$ cat src/rtl/pong_game_ctrl_if.sv
// Pong sequencer <-> ball engine / front panel bundle.
// master = game controller, slave = ball engine and display side.
interface pong_game_ctrl_if;
    logic       start_btn;
    logic [1:0] ballStatus;
    logic [1:0] state;
    logic       serve;
    logic [3:0] score1;
    logic [3:0] score2;
    logic [1:0] winner;
    logic       point1;
    logic       point2;

    modport master (
        input  start_btn,
        input  ballStatus,
        output state,
        output serve,
        output score1,
        output score2,
        output winner,
        output point1,
        output point2
    );

    modport slave (
        output start_btn,
        output ballStatus,
        input  state,
        input  serve,
        input  score1,
        input  score2,
        input  winner,
        input  point1,
        input  point2
    );
endinterface

$ cat src/rtl/pong_game_ctrl.sv
// Pong match sequencer: START/SERVE/PLAY/DONE, scoring and winner.
// All outputs are registered; synchronous active-low reset.
module pong_game_ctrl #(
    parameter logic [3:0]         WIN_SCORE   = 4'd5,
    parameter int                 DELAY_W     = 24,
    parameter logic [DELAY_W-1:0] SERVE_DELAY = DELAY_W'(12_500_000)
) (
    input  logic              clk,
    input  logic              rst,
    pong_game_ctrl_if.master  bus
);

    typedef enum logic [1:0] {
        ST_START = 2'b00,
        ST_SERVE = 2'b01,
        ST_PLAY  = 2'b10,
        ST_DONE  = 2'b11
    } state_e;

    localparam logic [1:0] BS_P1 = 2'b01;
    localparam logic [1:0] BS_P2 = 2'b10;
    localparam logic [1:0] WIN_NONE = 2'b00;
    localparam logic [1:0] WIN_P1   = 2'b01;
    localparam logic [1:0] WIN_P2   = 2'b10;
    localparam logic [DELAY_W-1:0] CNT_LAST =
        SERVE_DELAY - DELAY_W'(1);

    state_e             state_q,  state_d;
    logic               serve_q,  serve_d;
    logic [3:0]         score1_q, score1_d;
    logic [3:0]         score2_q, score2_d;
    logic [1:0]         winner_q, winner_d;
    logic               point1_q, point1_d;
    logic               point2_q, point2_d;
    logic [DELAY_W-1:0] cnt_q,    cnt_d;

    logic [3:0] score1_inc;
    logic [3:0] score2_inc;

    assign score1_inc = score1_q + 4'd1;
    assign score2_inc = score2_q + 4'd1;

    always_ff @(posedge clk) begin
        if (!rst) begin
            state_q  <= ST_START;
            serve_q  <= 1'b0;
            score1_q <= 4'd0;
            score2_q <= 4'd0;
            winner_q <= WIN_NONE;
            point1_q <= 1'b0;
            point2_q <= 1'b0;
            cnt_q    <= '0;
        end else begin
            state_q  <= state_d;
            serve_q  <= serve_d;
            score1_q <= score1_d;
            score2_q <= score2_d;
            winner_q <= winner_d;
            point1_q <= point1_d;
            point2_q <= point2_d;
            cnt_q    <= cnt_d;
        end
    end

    always_comb begin
        state_d  = state_q;
        serve_d  = serve_q;
        score1_d = score1_q;
        score2_d = score2_q;
        winner_d = winner_q;
        point1_d = 1'b0;
        point2_d = 1'b0;
        cnt_d    = cnt_q;

        unique case (state_q)
            ST_START: begin
                serve_d  = 1'b0;
                score1_d = 4'd0;
                score2_d = 4'd0;
                winner_d = WIN_NONE;
                cnt_d    = '0;
                if (bus.start_btn) begin
                    state_d = ST_SERVE;
                end
            end
            ST_SERVE: begin
                if (cnt_q == CNT_LAST) begin
                    cnt_d   = '0;
                    state_d = ST_PLAY;
                end else begin
                    cnt_d = cnt_q + DELAY_W'(1);
                end
            end
            ST_PLAY: begin
                // Status 11 is treated as still playing.
                if (bus.ballStatus == BS_P1) begin
                    score1_d = score1_inc;
                    point1_d = 1'b1;
                    if (score1_inc == WIN_SCORE) begin
                        state_d  = ST_DONE;
                        winner_d = WIN_P1;
                    end else begin
                        state_d = ST_SERVE;
                        serve_d = 1'b1;
                    end
                end else if (bus.ballStatus == BS_P2) begin
                    score2_d = score2_inc;
                    point2_d = 1'b1;
                    if (score2_inc == WIN_SCORE) begin
                        state_d  = ST_DONE;
                        winner_d = WIN_P2;
                    end else begin
                        state_d = ST_SERVE;
                        serve_d = 1'b0;
                    end
                end
            end
            ST_DONE: begin
                if (bus.start_btn) begin
                    state_d  = ST_START;
                    serve_d  = 1'b0;
                    score1_d = 4'd0;
                    score2_d = 4'd0;
                    winner_d = WIN_NONE;
                    cnt_d    = '0;
                end
            end
            default: begin
                state_d = ST_START;
            end
        endcase
    end

    assign bus.state  = state_q;
    assign bus.serve  = serve_q;
    assign bus.score1 = score1_q;
    assign bus.score2 = score2_q;
    assign bus.winner = winner_q;
    assign bus.point1 = point1_q;
    assign bus.point2 = point2_q;

endmodule

$ cat src/flat_wrapper.sv
// flat-port wrapper written by rule: the top's interface ports become plain ports
module pong_game_ctrl_flat 
#(
    parameter logic [3:0]         WIN_SCORE   = 4'd5,
    parameter int                 DELAY_W     = 24,
    parameter logic [DELAY_W-1:0] SERVE_DELAY = DELAY_W'(12_500_000)
)
  (clk, rst, bus_start_btn, bus_ballStatus, bus_state, bus_serve, bus_score1, bus_score2, bus_winner, bus_point1, bus_point2);
  pong_game_ctrl_if bus_i ();
  input  logic clk;
  input  logic rst;
  input wire logic [$bits(bus_i.start_btn)-1:0] bus_start_btn;
  input wire logic [$bits(bus_i.ballStatus)-1:0] bus_ballStatus;
  output wire logic [$bits(bus_i.state)-1:0] bus_state;
  output wire logic [$bits(bus_i.serve)-1:0] bus_serve;
  output wire logic [$bits(bus_i.score1)-1:0] bus_score1;
  output wire logic [$bits(bus_i.score2)-1:0] bus_score2;
  output wire logic [$bits(bus_i.winner)-1:0] bus_winner;
  output wire logic [$bits(bus_i.point1)-1:0] bus_point1;
  output wire logic [$bits(bus_i.point2)-1:0] bus_point2;
  assign bus_i.start_btn = bus_start_btn;
  assign bus_i.ballStatus = bus_ballStatus;
  assign bus_state = bus_i.state;
  assign bus_serve = bus_i.serve;
  assign bus_score1 = bus_i.score1;
  assign bus_score2 = bus_i.score2;
  assign bus_winner = bus_i.winner;
  assign bus_point1 = bus_i.point1;
  assign bus_point2 = bus_i.point2;
  pong_game_ctrl #(.WIN_SCORE(WIN_SCORE), .DELAY_W(DELAY_W), .SERVE_DELAY(SERVE_DELAY)) u_core (.clk(clk), .rst(rst), .bus(bus_i));
endmodule
$ cat config.mk
export PLATFORM = sky130hd
export DESIGN_NAME = pong_game_ctrl_flat
export DESIGN_NICKNAME = d
export VERILOG_FILES = /design/src/rtl/pong_game_ctrl_if.sv /design/src/rtl/pong_game_ctrl.sv /design/src/flat_wrapper.sv
export SDC_FILE = /design/constraint.sdc
export NUM_CORES = 1
export LEC_CHECK = 0
export BUFFER_PORTS_ARGS = -buffer_cell sky130_fd_sc_hd__buf_2
export CORE_ASPECT_RATIO = 0.9
export CORE_MARGIN = 2
export CORE_UTILIZATION = 36
export CTS_BUF_LIST = sky130_fd_sc_hd__clkbuf_4 sky130_fd_sc_hd__clkbuf_8
export DETAILED_ROUTE_END_ITERATION = 10
export PLACE_DENSITY_LB_ADDON = 0.1
export RECOVER_POWER = 50
export SYNTH_ARGS = -nofsm -noshare
export SYNTH_HDL_FRONTEND = slang
export SYNTH_SLANG_ARGS = --single-unit
$ cat constraint.sdc
create_clock -name clk -period 3.87 [get_ports clk]
set_input_delay 0.774 -clock clk [delete_from_list [all_inputs] [get_ports clk]]
set_output_delay 0.774 -clock clk [all_outputs]
set_load 0.02 [all_outputs]
# [Yosys cells after proc, flatten, opt, wreduce, memory -nomap -nowiden]
# Index checks and enable logic that the tools add are counted.
[totals] word_cells=73 in_bits=5 register_bits=39
[op_classes] n_addsub=3 n_reduce_logical=11 n_bitwise=2 n_eq_ne=19 mux=30
[ops] op="one-hot mux 24 bit (3 select lines)" n=1
[ops] op="two-way mux 24 bit" n=2
[ops] op="adder 24 x 1 -> 24 bit, second input constant" n=1
[ops] op="equality test 24 bit, second input constant" n=1
[ops] op="one-hot mux 4 bit (3 select lines)" n=2
[ops] op="two-way mux 2 bit" n=11
[ops] op="two-way mux 4 bit" n=4
[ops] op="AND reduction 5 bit" n=2
[ops] op="adder 4 x 1 -> 4 bit, second input constant" n=2
[ops] op="equality test 4 x 3 -> 1 bit, second input constant" n=2
[ops] op="one-hot mux 2 bit (4 select lines)" n=1
[ops] op="AND reduction 4 bit" n=2
[ops] op="two-way mux 1 bit" n=7
[ops] op="equality test 2 bit, second input constant" n=3
[ops] op="inequality test 2 x 1 -> 1 bit, second input constant" n=3
[ops] op="inequality test 2 bit, second input constant" n=3
[ops] op="inequality test 3 x 1 -> 1 bit, second input constant" n=2
[ops] op="inequality test 3 bit, second input constant" n=2
[ops] op="one-hot mux 2 bit (3 select lines)" n=1
[ops] op="nonzero test 3 bit" n=2
[ops] op="equality test 2 x 1 -> 1 bit, second input constant" n=2
[ops] op="AND reduction 2 bit" n=2
[ops] op="inequality test 3 x 2 -> 1 bit, second input constant" n=1
[ops] op="one-hot mux 1 bit (3 select lines)" n=1
[ops] op="4 further kinds" n=5

# [Longest topological paths before layout]
# Gate-level depths: netlist of run 1.
[depth] ltp_word=6 mapped_depth=7

# [Worst setup path after synthesis of run 1]
# OpenSTA, ideal clock, no wires.
[synth_timing] path_type="register to register" from="reg u_core.cnt_q[11]" to="reg u_core.cnt_q[13]" slack_ps=2002 arrival_ps=1753 n_path_buf=1 t_required_ps=3755 stages_incl_launch_ff=8 cell_sequence="dfxtp_1 -> nand4_2 -> or4_4 -> nor3_4 -> nor3_2 -> o21ai_4 -> buf_6 -> nor2_1"
[synth_via] elab_chain_len=3
[synth_lines] element="start, declared" line_no="pong_game_ctrl.sv:35" source="logic [DELAY_W-1:0] cnt_q, cnt_d;"
[synth_lines] element="start signal, assigned" line_no="pong_game_ctrl.sv:61" source="cnt_q <= cnt_d;"
[synth_lines] element="adder 24 x 1 -> 24 bit or equality test 24 bit (tied branches)" line_no="pong_game_ctrl.sv:91, pong_game_ctrl.sv:87"
[synth_lines] element="two-way mux 24 bit *" line_no="pong_game_ctrl.sv:87" source="if (cnt_q == CNT_LAST) begin"
[synth_lines] element="one-hot mux 24 bit (3 select lines) *" line_no="pong_game_ctrl.sv:75" source="unique case (state_q)"
# Mark *: on every way between the ends. The rest lies on a longest branch, timed or not.
# A chain may end at the register's enable or synchronous reset.

# [Worst setup path after layout of run 1]
[layout_timing] from="reg u_core.cnt_q[10]" to="reg u_core.cnt_q[15]"
# Same word-level chain as after synthesis.

==> impl_results.md, run 1 <==
* Clock network power share at 37.4%
* Final setup TNS at 0 ns
* Tmin final at 2.28 ns
* Largest family of logic cells by synthesized area: simple AND/OR/NAND/NOR gates
* Data arrival, critical path at 2.44 ns
* Max Cap Viol at 0
* Die width at 83.1 um
* Total wire length at 4.37 mm
* Worst R2R Setup Slack at 1.59 ns
* Leak pwr at 0.730 nW
* CP required at 4.03 ns
* Synth Area in Simple Gates at 29.5%
* H-tree Lvls at 2
* End of the worst register-to-register path: u_core.cnt_q[15]
* Max IR drop VDD at 0.150 mV
* Synth Area in XOR/XNOR at 6.47%
* RePlAce Congestion at 0.798
* Grt total ovfl at 0
* CTS tree: yes
* Synth Net Count at 256
* Sequential power share at 58.2%
* Worst Path Class, Setup: reg -> reg
* Ant diodes at 0
* Slew Viols, Final at 0
* EDFF count, synth at 0
* Synth Area in Compound Gates at 18.6%
* Power density cells at 314 mW/mm^2
* R2R depth at 6
* Ys async rst share at 0%
* Commonest non-fill, non-tap cells in the layout: dfxtp_1, nor2_1, nand2_1
* Total power at 0.697 mW
* Clock Pin Slew Worst Setup and Hold Paths at 0.07 ns
* Final Setup Violations at 0
* Row count at 25
* Post-route ant nets at 0
* Post-DP HPWL at 3.22 mm
* Most common cell after layout, fill and taps aside: dfxtp_1
* Via count at 1723
* CTS Buf Count at 5
* Antenna violations before repair at 0
* Vias in the first global route at 1593
* Startpoint Class: register
* Mux share of post-synthesis cell area at 0.493%
* Initial Util at 37.9%
* Int Power at 0.540 mW
* Sequential share of the synthesized area at 38.5%
* Via-to-Cell Ratio at 5.17
* Syn Area/Cell at 8.25 sq um
* Final hold viol count at 0
* F_max at 438 MHz
* Sw Pwr at 0.157 mW
* # port buffers at 19
* Worst min-delay path class: reg -> reg
* Nets at 277
* GRT Util Overall at 15.2%
* Largest net degree at the start of global routing at 17
* Synthesis-to-layout area growth at 9.37%
* Synth Instances at 246
* # DRC at 0
* Worst Setup Slack post-DPL at 1.54 ns
* CTS resizes at 0
* Unique masters post-synth at 51
* Adder-Cell Fraction of Synth Area at 3.08%
* Root Driver: clkbuf_8
* Synth Cell Area at 0.00203 sq mm
* Worst-path fanout max at 16
* Clock buffer depth at 2
* Post-CTS Hold Buffers at 0
* First-pass GRT wire length at 7.58 mm
* I/O pins at 20
* Status: finished clean
* Fin worst setup slack at 1.59 ns
* Chip Height at 75.2 um
* Sw Ratio at 22.5%
* Final period utilization at 59.0%
* Slew at the pin closest to its max-slew limit at 0.672 ns
* DIE AREA at 0.00626 sq mm
* Combinational share of power at 4.4%
* Fillers at 563
* Clk_skew at 0.00567 ns
* Share of cells above drive strength 1 at 7.89%
* Area post-placement at 0.00217 sq mm
* Worst Setup End Kind: register
* Core Area at 0.00535 sq mm
* Hold Path Origin: u_core.cnt_q[23]
* Synthesis warning total at 0
* RSZ-0062 raised after global routing: no
* First-pass iteration count of the detailed router at 5
* R2r startpoint: u_core.cnt_q[10]
* DRT iter0 DRCs at 95
* Hold Crit Depth at 1
* # clock sinks at 39
* Top FF cell, synth: dfxtp_1
* Slew HR at 54.8%
* Clk_lat worst skew at 0.29 ns
* Flops & latches, synth at 39
* Hold endpoint: u_core.cnt_q[23]
* DR WL/cell at 13.1 um
* Setup Buffers After CTS at 0
* Fin area at 0.00222 sq mm
-- metrics by stage --
step	hold WS [ns]	instances	utilization, %
after global placement	0.451	327	40.7
after global routing	0.494	333	41.5
after detailed placement	0.447	327	40.7
after CTS	0.460	333	42.1
final	0.461	333	41.5
after floorplan	0.426	246	-
-- logic make-up (layout without fill, tap and decap cells) --
family | count (synthesis) | count (layout)
fa+ha+maj | 5 | 5
buf+inv | 14 | 34
flops | 39 | 39
mux | 1 | 1
compound gates | 58 | 58
simple gates | 114 | 114
xor+xnor | 15 | 15
-- power groups by stage --
stage | Combinational (mW) | Clock (mW) | Sequential (mW)
2_1_floorplan | 0.0234 | 0 | 0.414
6_report | 0.0308 | 0.261 | 0.405
3_3_place_gp | 0.0312 | 0 | 0.414
4_1_cts | 0.0315 | 0.272 | 0.405
5_1_grt | 0.0348 | 0.292 | 0.405
3_5_place_dp | 0.0314 | 0 | 0.414
-- critical path: stages, from the launching register on --
cell     delay [ns]
dfxtp_1        0.43
nand4_2        0.13
or4_4          0.58
nor3_1         0.44
nor3_2         0.10
o21ai_4        0.37
nor2_1         0.10
-- sequential cells by signal, summed over array words and instances, names as in the netlist --
signal,flops
u_core.bus.point2,1
u_core.cnt_q,24
u_core.bus.point1,1
u_core.bus.state,2
u_core.bus.score1,4
u_core.bus.serve,1
u_core.bus.score2,4
u_core.bus.winner,2
-- cell usage after synthesis, drive strengths merged (2+ instances only) --
| cell type | number | area share (%) |
|---|---|---|
| dfxtp | 39 | 38 |
| nor2 | 36 | 6.7 |
| nand2 | 23 | 4.3 |
| o21ai | 20 | 5.5 |
| a21oi | 18 | 4.4 |
| nand3 | 13 | 3.2 |
| inv | 9 | 1.7 |
| nand4 | 9 | 3.1 |
| xor2 | 9 | 3.9 |
| nor2b | 8 | 2.5 |
| xnor2 | 6 | 2.6 |
| ha | 5 | 3.1 |
| nand2b | 5 | 1.5 |
| nor3 | 5 | 2.0 |
| o31ai | 4 | 2.2 |
| a31oi | 3 | 0.92 |
| buf | 3 | 1.3 |
| a22oi | 2 | 0.74 |
| and2 | 2 | 0.62 |
| and3 | 2 | 0.62 |
| and4 | 2 | 0.86 |
| clkbuf | 2 | 0.37 |
| nor4 | 2 | 1.4 |
| or2 | 2 | 0.74 |
| or4 | 2 | 0.92 |
-- layer usage --
layer	up-vias	global-route usage, %	wire length [um]
li1	914	-	-
met1	788	22.4	2460
met2	14	21.3	1730
met3	7	3.84	112
met4	0	6.01	68
met5	-	0	0
-- worst max-delay path by stage --
stage / startpoint / depth (start not counted) / slack (ns) / to
global placement: rst / 6 / 1.62 / u_core.cnt_q[20]
finish: u_core.cnt_q[10] / 6 / 1.59 / u_core.cnt_q[15]
global route: u_core.cnt_q[10] / 6 / 1.40 / u_core.cnt_q[11]
floorplan: u_core.cnt_q[11] / 7 / 2.00 / u_core.cnt_q[13]
detailed placement: rst / 6 / 1.54 / u_core.cnt_q[20]
CTS: u_core.cnt_q[10] / 6 / 1.72 / u_core.cnt_q[15]
-- final cells by class --
class                   instances  area [sq um]  share of cell area [%]
repair buffers                 19          75.1                    3.38
well taps                      67          83.8                    3.78
flip-flops and latches         39           781                    35.2
clock buffers                   6          76.3                    3.44
inverters                       9          33.8                    1.52
multi-input cells             193          1170                    52.7
Power figures use the tool's default switching activity.
==> inputs of run 2 (changes only) <==
==> constraint.sdc (replaced) <==
create_clock -name clk -period 2.1 [get_ports clk]
set_input_delay 0.42 -clock clk [delete_from_list [all_inputs] [get_ports clk]]
set_output_delay 0.42 -clock clk [all_outputs]
set_load 0.02 [all_outputs]
==> run 2 against run 1 <==
Net effect: count of clock-buffer cells in the layout stayed put; clock skew up 0.0059 ns; critical path type unchanged; cell area is 7.0% higher; critical path depth increased by 1.
==> impl_results.md, run 2 (synthesis results as in run 1) <==
* Status: finished clean
* Clock Pin Slew Worst Setup and Hold Paths at 0.08 ns
* Worst-path fanout max at 6
* # DRC at 0
* GRT Util Overall at 15.2%
* RePlAce Congestion at 0.824
* Share of cells above drive strength 1 at 13.8%
* Post-route insts no fill at 350
* F_max at 510 MHz
* DR WL/cell at 12.8 um
* CP required at 2.29 ns
* Storage element area at 781 sq um
* Largest net degree at the start of global routing at 17
* Fillers at 565
* Slew Viols, Final at 0
* Nets at 293
* Antenna violations before repair at 0
* Clock buffer depth at 2
* I/O pins at 20
* Via count at 1801
* Met1 Use GR at 22.1%
* Tmin final at 1.96 ns
* Top Usage Layer GRT: met1
* Multi-input gate area at 0.00119 sq mm
* Most flops, register: u_core.cnt_q
* Startpoint Class: register
* Ant diodes at 0
* Leak pwr at 0.838 nW
* CTS tree: yes
* CTS Buf Count at 5
* Final hold viol count at 0
* R2R depth at 7
* Post-route ant nets at 0
* First-pass GRT wire length at 7.56 mm
* Synthesis-to-layout area growth at 17.0%
* Vias in the first global route at 1565
* Core Util, Final at 44.4%
* DIE AREA at 0.00626 sq mm
* Total wire length at 4.49 mm
* Final Setup Violations at 0
* Via-to-Cell Ratio at 5.15
* First-pass iteration count of the detailed router at 4
* Final period utilization at 93.4%
* Worst min-delay path class: in -> reg
* Final setup TNS at 0 ns
* Total power at 1.33 mW
* Clk_skew at 0.0116 ns
* Slew at the pin closest to its max-slew limit at 0.532 ns
* Initial Util at 37.9%
* # clock sinks at 39
* Largest register FFs at 24
* Power density cells at 562 mW/mm^2
* Row count at 25
* RSZ-0062 raised after global routing: no
* Clk_lat worst skew at 0.30 ns
* Slew HR at 64.2%
* DRT iter0 DRCs at 116
* Core Area at 0.00535 sq mm
* Worst Path Class, Setup: reg -> reg
* # port buffers at 19
* Most common cell after layout, fill and taps aside: dfxtp_1
* GRT met3 Usage at 3.40%
* Max Cap Viol at 0
* Placed insts at 339
* Grt met2 use at 21.6%
* Max IR drop VDD at 0.325 mV
* Data arrival, critical path at 2.15 ns
* Post-DP HPWL at 3.28 mm
* Hold Crit Depth at 2
* Commonest non-fill, non-tap cells in the layout: dfxtp_1, nor2_1, nand2_1
* Die width at 83.1 um
* Root Driver: clkbuf_8
* Worst Setup End Kind: register
* H-tree Lvls at 2
* Chip Height at 75.2 um
* Grt total ovfl at 0
## run 2: worst paths after layout
check                   startpoint                   to  slack [ns]
setup / recovery  u_core.cnt_q[21]     u_core.cnt_q[20]        0.14
hold / removal                 rst  u_core.bus.state[0]        0.44
setup reg to reg  u_core.cnt_q[21]     u_core.cnt_q[20]        0.14
hold reg to reg   u_core.cnt_q[23]     u_core.cnt_q[23]        0.49
## run 2: worst max-delay path: stages (launching register included)
cell and delay, ns:
dfxtp_1 0.39, nand4_1 0.15, or4_4 0.58, o31ai_4 0.25, buf_4 0.20, a21oi_1 0.04
o21ai_0 0.15, o41ai_1 0.09
## run 2: where the power goes
group,internal [mW],switching (mW),total [mW]
Combinational,0.0248,0.0416,0.0664
Clock,0.258,0.263,0.521
Sequential,0.742,0.00449,0.746
Total,1.02,0.309,1.33
## run 2: cell type report
type	count	share of cell area [%]
Timing Repair Buffer	35	8.48
Clock buffer	6	3.48
Inverter	9	1.42
Tap cell	67	3.53
Clock inverter	1	0.211
Sequential cell	39	32.9
Multi-Input combinational cell	193	50.0
## run 2: metal layers
layer	vias to the layer above	wire length, um
li1	947	-
met1	827	2470
met2	21	1810
met3	6	136
met4	0	77
met5	-	0
## run 2: metrics by stage
stage               hold WS (ns)  cell area [sq um]  worst slack (ns)
finish                     0.435               2370             0.139
global route               0.429               2370           0.00195
CTS                        0.428               2360             0.100
detailed placement         0.473               2280            0.0966
global placement           0.473               2280             0.124
floorplan                  0.426               2030             0.232
## run 2: repair_timing
item                                    CTS  global route
endpoints found under the setup margin    0             8
hold buffers                              0             0
gates resized for setup                   0             1
setup buffers                             0             4
==> inputs of run 3 (changes only) <==
--- a/config.mk
+++ b/config.mk
@@ -13,6 +13,7 @@
 export DETAILED_ROUTE_END_ITERATION = 10
 export PLACE_DENSITY_LB_ADDON = 0.1
 export RECOVER_POWER = 50
+export SETUP_SLACK_MARGIN = 0.2
 export SYNTH_ARGS = -nofsm -noshare
 export SYNTH_HDL_FRONTEND = slang
 export SYNTH_SLANG_ARGS = --single-unit
==> constraint.sdc (replaced) <==
create_clock -name clk -period 2.2 [get_ports clk]
set_input_delay 0.44 -clock clk [delete_from_list [all_inputs] [get_ports clk]]
set_output_delay 0.44 -clock clk [all_outputs]
set_load 0.02 [all_outputs]
==> run 3 against run 2 <==
Net effect: first-iteration DRC count shrank 6.9%; utilization grew 0.093 points; wire length grew 2.8%; worst setup slack gained 0.11 ns; critical path depth shrank 1; clock skew shrank 0.0038 ns; clock power grew 4.2%; non-clock buffer count shrank 3; largest cell class unchanged.
==> impl_results.md, run 3 (synthesis results as in run 1) <==
* Status: finished clean
* DRT iter0 DRCs at 108
* Tmin final at 1.95 ns
* R2r startpoint: u_core.cnt_q[5]
* CP required at 2.37 ns
* Most common cell after layout, fill and taps aside: nor2_1
* F_max at 512 MHz
* Hold endpoint: u_core.bus.state[0]
* Worst Setup Slack post-DPL at 0.176 ns
* Clock Pin Slew Worst Setup and Hold Paths at 0.08 ns
* Fin worst setup slack at 0.248 ns
* I/O pins at 20
* First-pass GRT wire length at 7.92 mm
* Final hold viol count at 0
* Buf/Inv on CP at 0
* DR WL/cell at 13.3 um
* Max IR drop VDD at 0.346 mV
* Final period utilization at 88.7%
* Data arrival, critical path at 2.13 ns
* Most flops, register: u_core.cnt_q
* Slew HR at 72.2%
* GRT Util Overall at 15.9%
* Synthesis-to-layout area growth at 17.3%
* Clk_skew at 0.00783 ns
* CP Cell Sequence: or2_4 -> or4_4 -> nor3_2 -> and2b_2 -> nand2_1 -> o21ai_0
* Post-route ant nets at 0
* Antenna violations before repair at 0
* Final setup TNS at 0 ns
* Hold Path Origin: rst
* Largest register FFs at 24
* Clock buffer depth at 2
* Startpoint Class: register
* Worst R2R Setup Slack at 0.25 ns
* DIE AREA at 0.00626 sq mm
* Largest net degree at the start of global routing at 17
* Max Cap Viol at 0
* # DRC at 0
* Grt total ovfl at 0
* RSZ-0062 raised after global routing: no
* Post-CTS Hold Buffers at 0
* Vias in the first global route at 1670
* Leak pwr at 0.818 nW
* Initial Util at 37.9%
* Share of cells above drive strength 1 at 15.3%
* # clock sinks at 39
* Hold Crit Depth at 2
* Worst Path Class, Setup: reg -> reg
* Slew at the pin closest to its max-slew limit at 0.416 ns
* Worst min-delay path class: in -> reg
* Via count at 1841
* First-pass iteration count of the detailed router at 4
* Chip Height at 75.2 um
* Row count at 25
* Slowest-stage cell, CP: or4_4
* CTS tree: yes
* Worst Setup End Kind: register
* RePlAce Congestion at 0.757
* Power density cells at 555 mW/mm^2
* Clk_lat worst skew at 0.29 ns
* Total wire length at 4.62 mm
* Via-to-Cell Ratio at 5.29
* H-tree Lvls at 2
* Die width at 83.1 um
* Nets at 290
* Commonest non-fill, non-tap cells in the layout: nor2_1, dfxtp_1, nand2_1
* CP top delay family: simple AND/OR/NAND/NOR gates
* Root Driver: clkbuf_8
* Final Setup Violations at 0
* R2R depth at 6
* Post-DP HPWL at 3.29 mm
* Max incr delay on CP at 0.51 ns
* Worst-path fanout max at 5
* End of the worst register-to-register path: u_core.cnt_q[16]
* CTS Buf Count at 5
* # port buffers at 19
* Slew Viols, Final at 0
* Core Area at 0.00535 sq mm
* Ant diodes at 0
[run 3: cell count changes in the layout (fill, tap and decap cells not counted), moves of 2 or more]
cell / previous run / this run
dfxtp_1: 39 / 35
dfxtp_2: 0 / 4
buf_4: 13 / 10
nor3_2: 1 / 3
[run 3: where the power goes]
part | leakage [nW] | switching [mW] | internal [mW]
clock | 0.0549 | 0.244 | 0.298
sequential | 0.317 | 0.00415 | 0.708
combinational | 0.447 | 0.0408 | 0.0250
total | 0.818 | 0.289 | 1.03
[run 3: layer usage]
| metal | wire, um | share of wire [%] | track usage (%) | vias up |
|---|---|---|---|---|
| met1 | 2450 | 53 | 22.9 | 861 |
| met5 | 0 | 0 | 0 | - |
| met4 | 65 | 1.4 | 6.01 | 0 |
| met2 | 1930 | 42 | 23.6 | 34 |
| li1 | - | - | - | 941 |
| met3 | 165 | 3.6 | 3.40 | 5 |
[run 3: per-stage QoR]
step / util (%) / cell area (sq um) / std cells / hold slack [ns] / total power, mW
final: 44.5 / 2380 / 348 / 0.454 / 1.32
after global routing: 44.5 / 2380 / 348 / 0.452 / 1.38
after CTS: 44.4 / 2370 / 346 / 0.450 / 1.34
after detailed placement: 42.2 / 2250 / 336 / 0.474 / 0.792
after global placement: 42.2 / 2250 / 336 / 0.465 / 0.792
after floorplan: - / 2030 / 246 / 0.426 / 0.769
[run 3: timing repair]
item,4_1_cts,5_1_grt
setup buffers,2,2
setup endpoints to repair,10,26
gates resized for setup,1,8
pin swaps,1,3
[run 3: worst reg2reg max path: cells and delay by family (launching register included)]
family,cells,cell delay (ns)
flops,1,0.34
compound gates,1,0.08
simple gates,5,1.43
[run 3: worst max path at each step]
stage | startpoint | to | slack, ns | cells past startpoint
after floorplan | u_core.cnt_q[11] | u_core.cnt_q[6] | 0.33 | 7
after global placement | u_core.cnt_q[10] | u_core.cnt_q[21] | 0.21 | 6
after detailed placement | u_core.cnt_q[10] | u_core.cnt_q[19] | 0.18 | 6
after CTS | u_core.cnt_q[11] | u_core.cnt_q[16] | 0.22 | 6
after global routing | u_core.cnt_q[13] | u_core.cnt_q[16] | 0.14 | 6
final | u_core.cnt_q[5] | u_core.cnt_q[16] | 0.25 | 6
[run 3: layout make-up]
cell class                 instances  area, sq um
inverter                           9         33.8
fill                             578         2970
clock buffer                       8          104
timing repair buffer              32          179
sequential                        39          786
multi-input combinational        193         1190
tap                               67         83.8
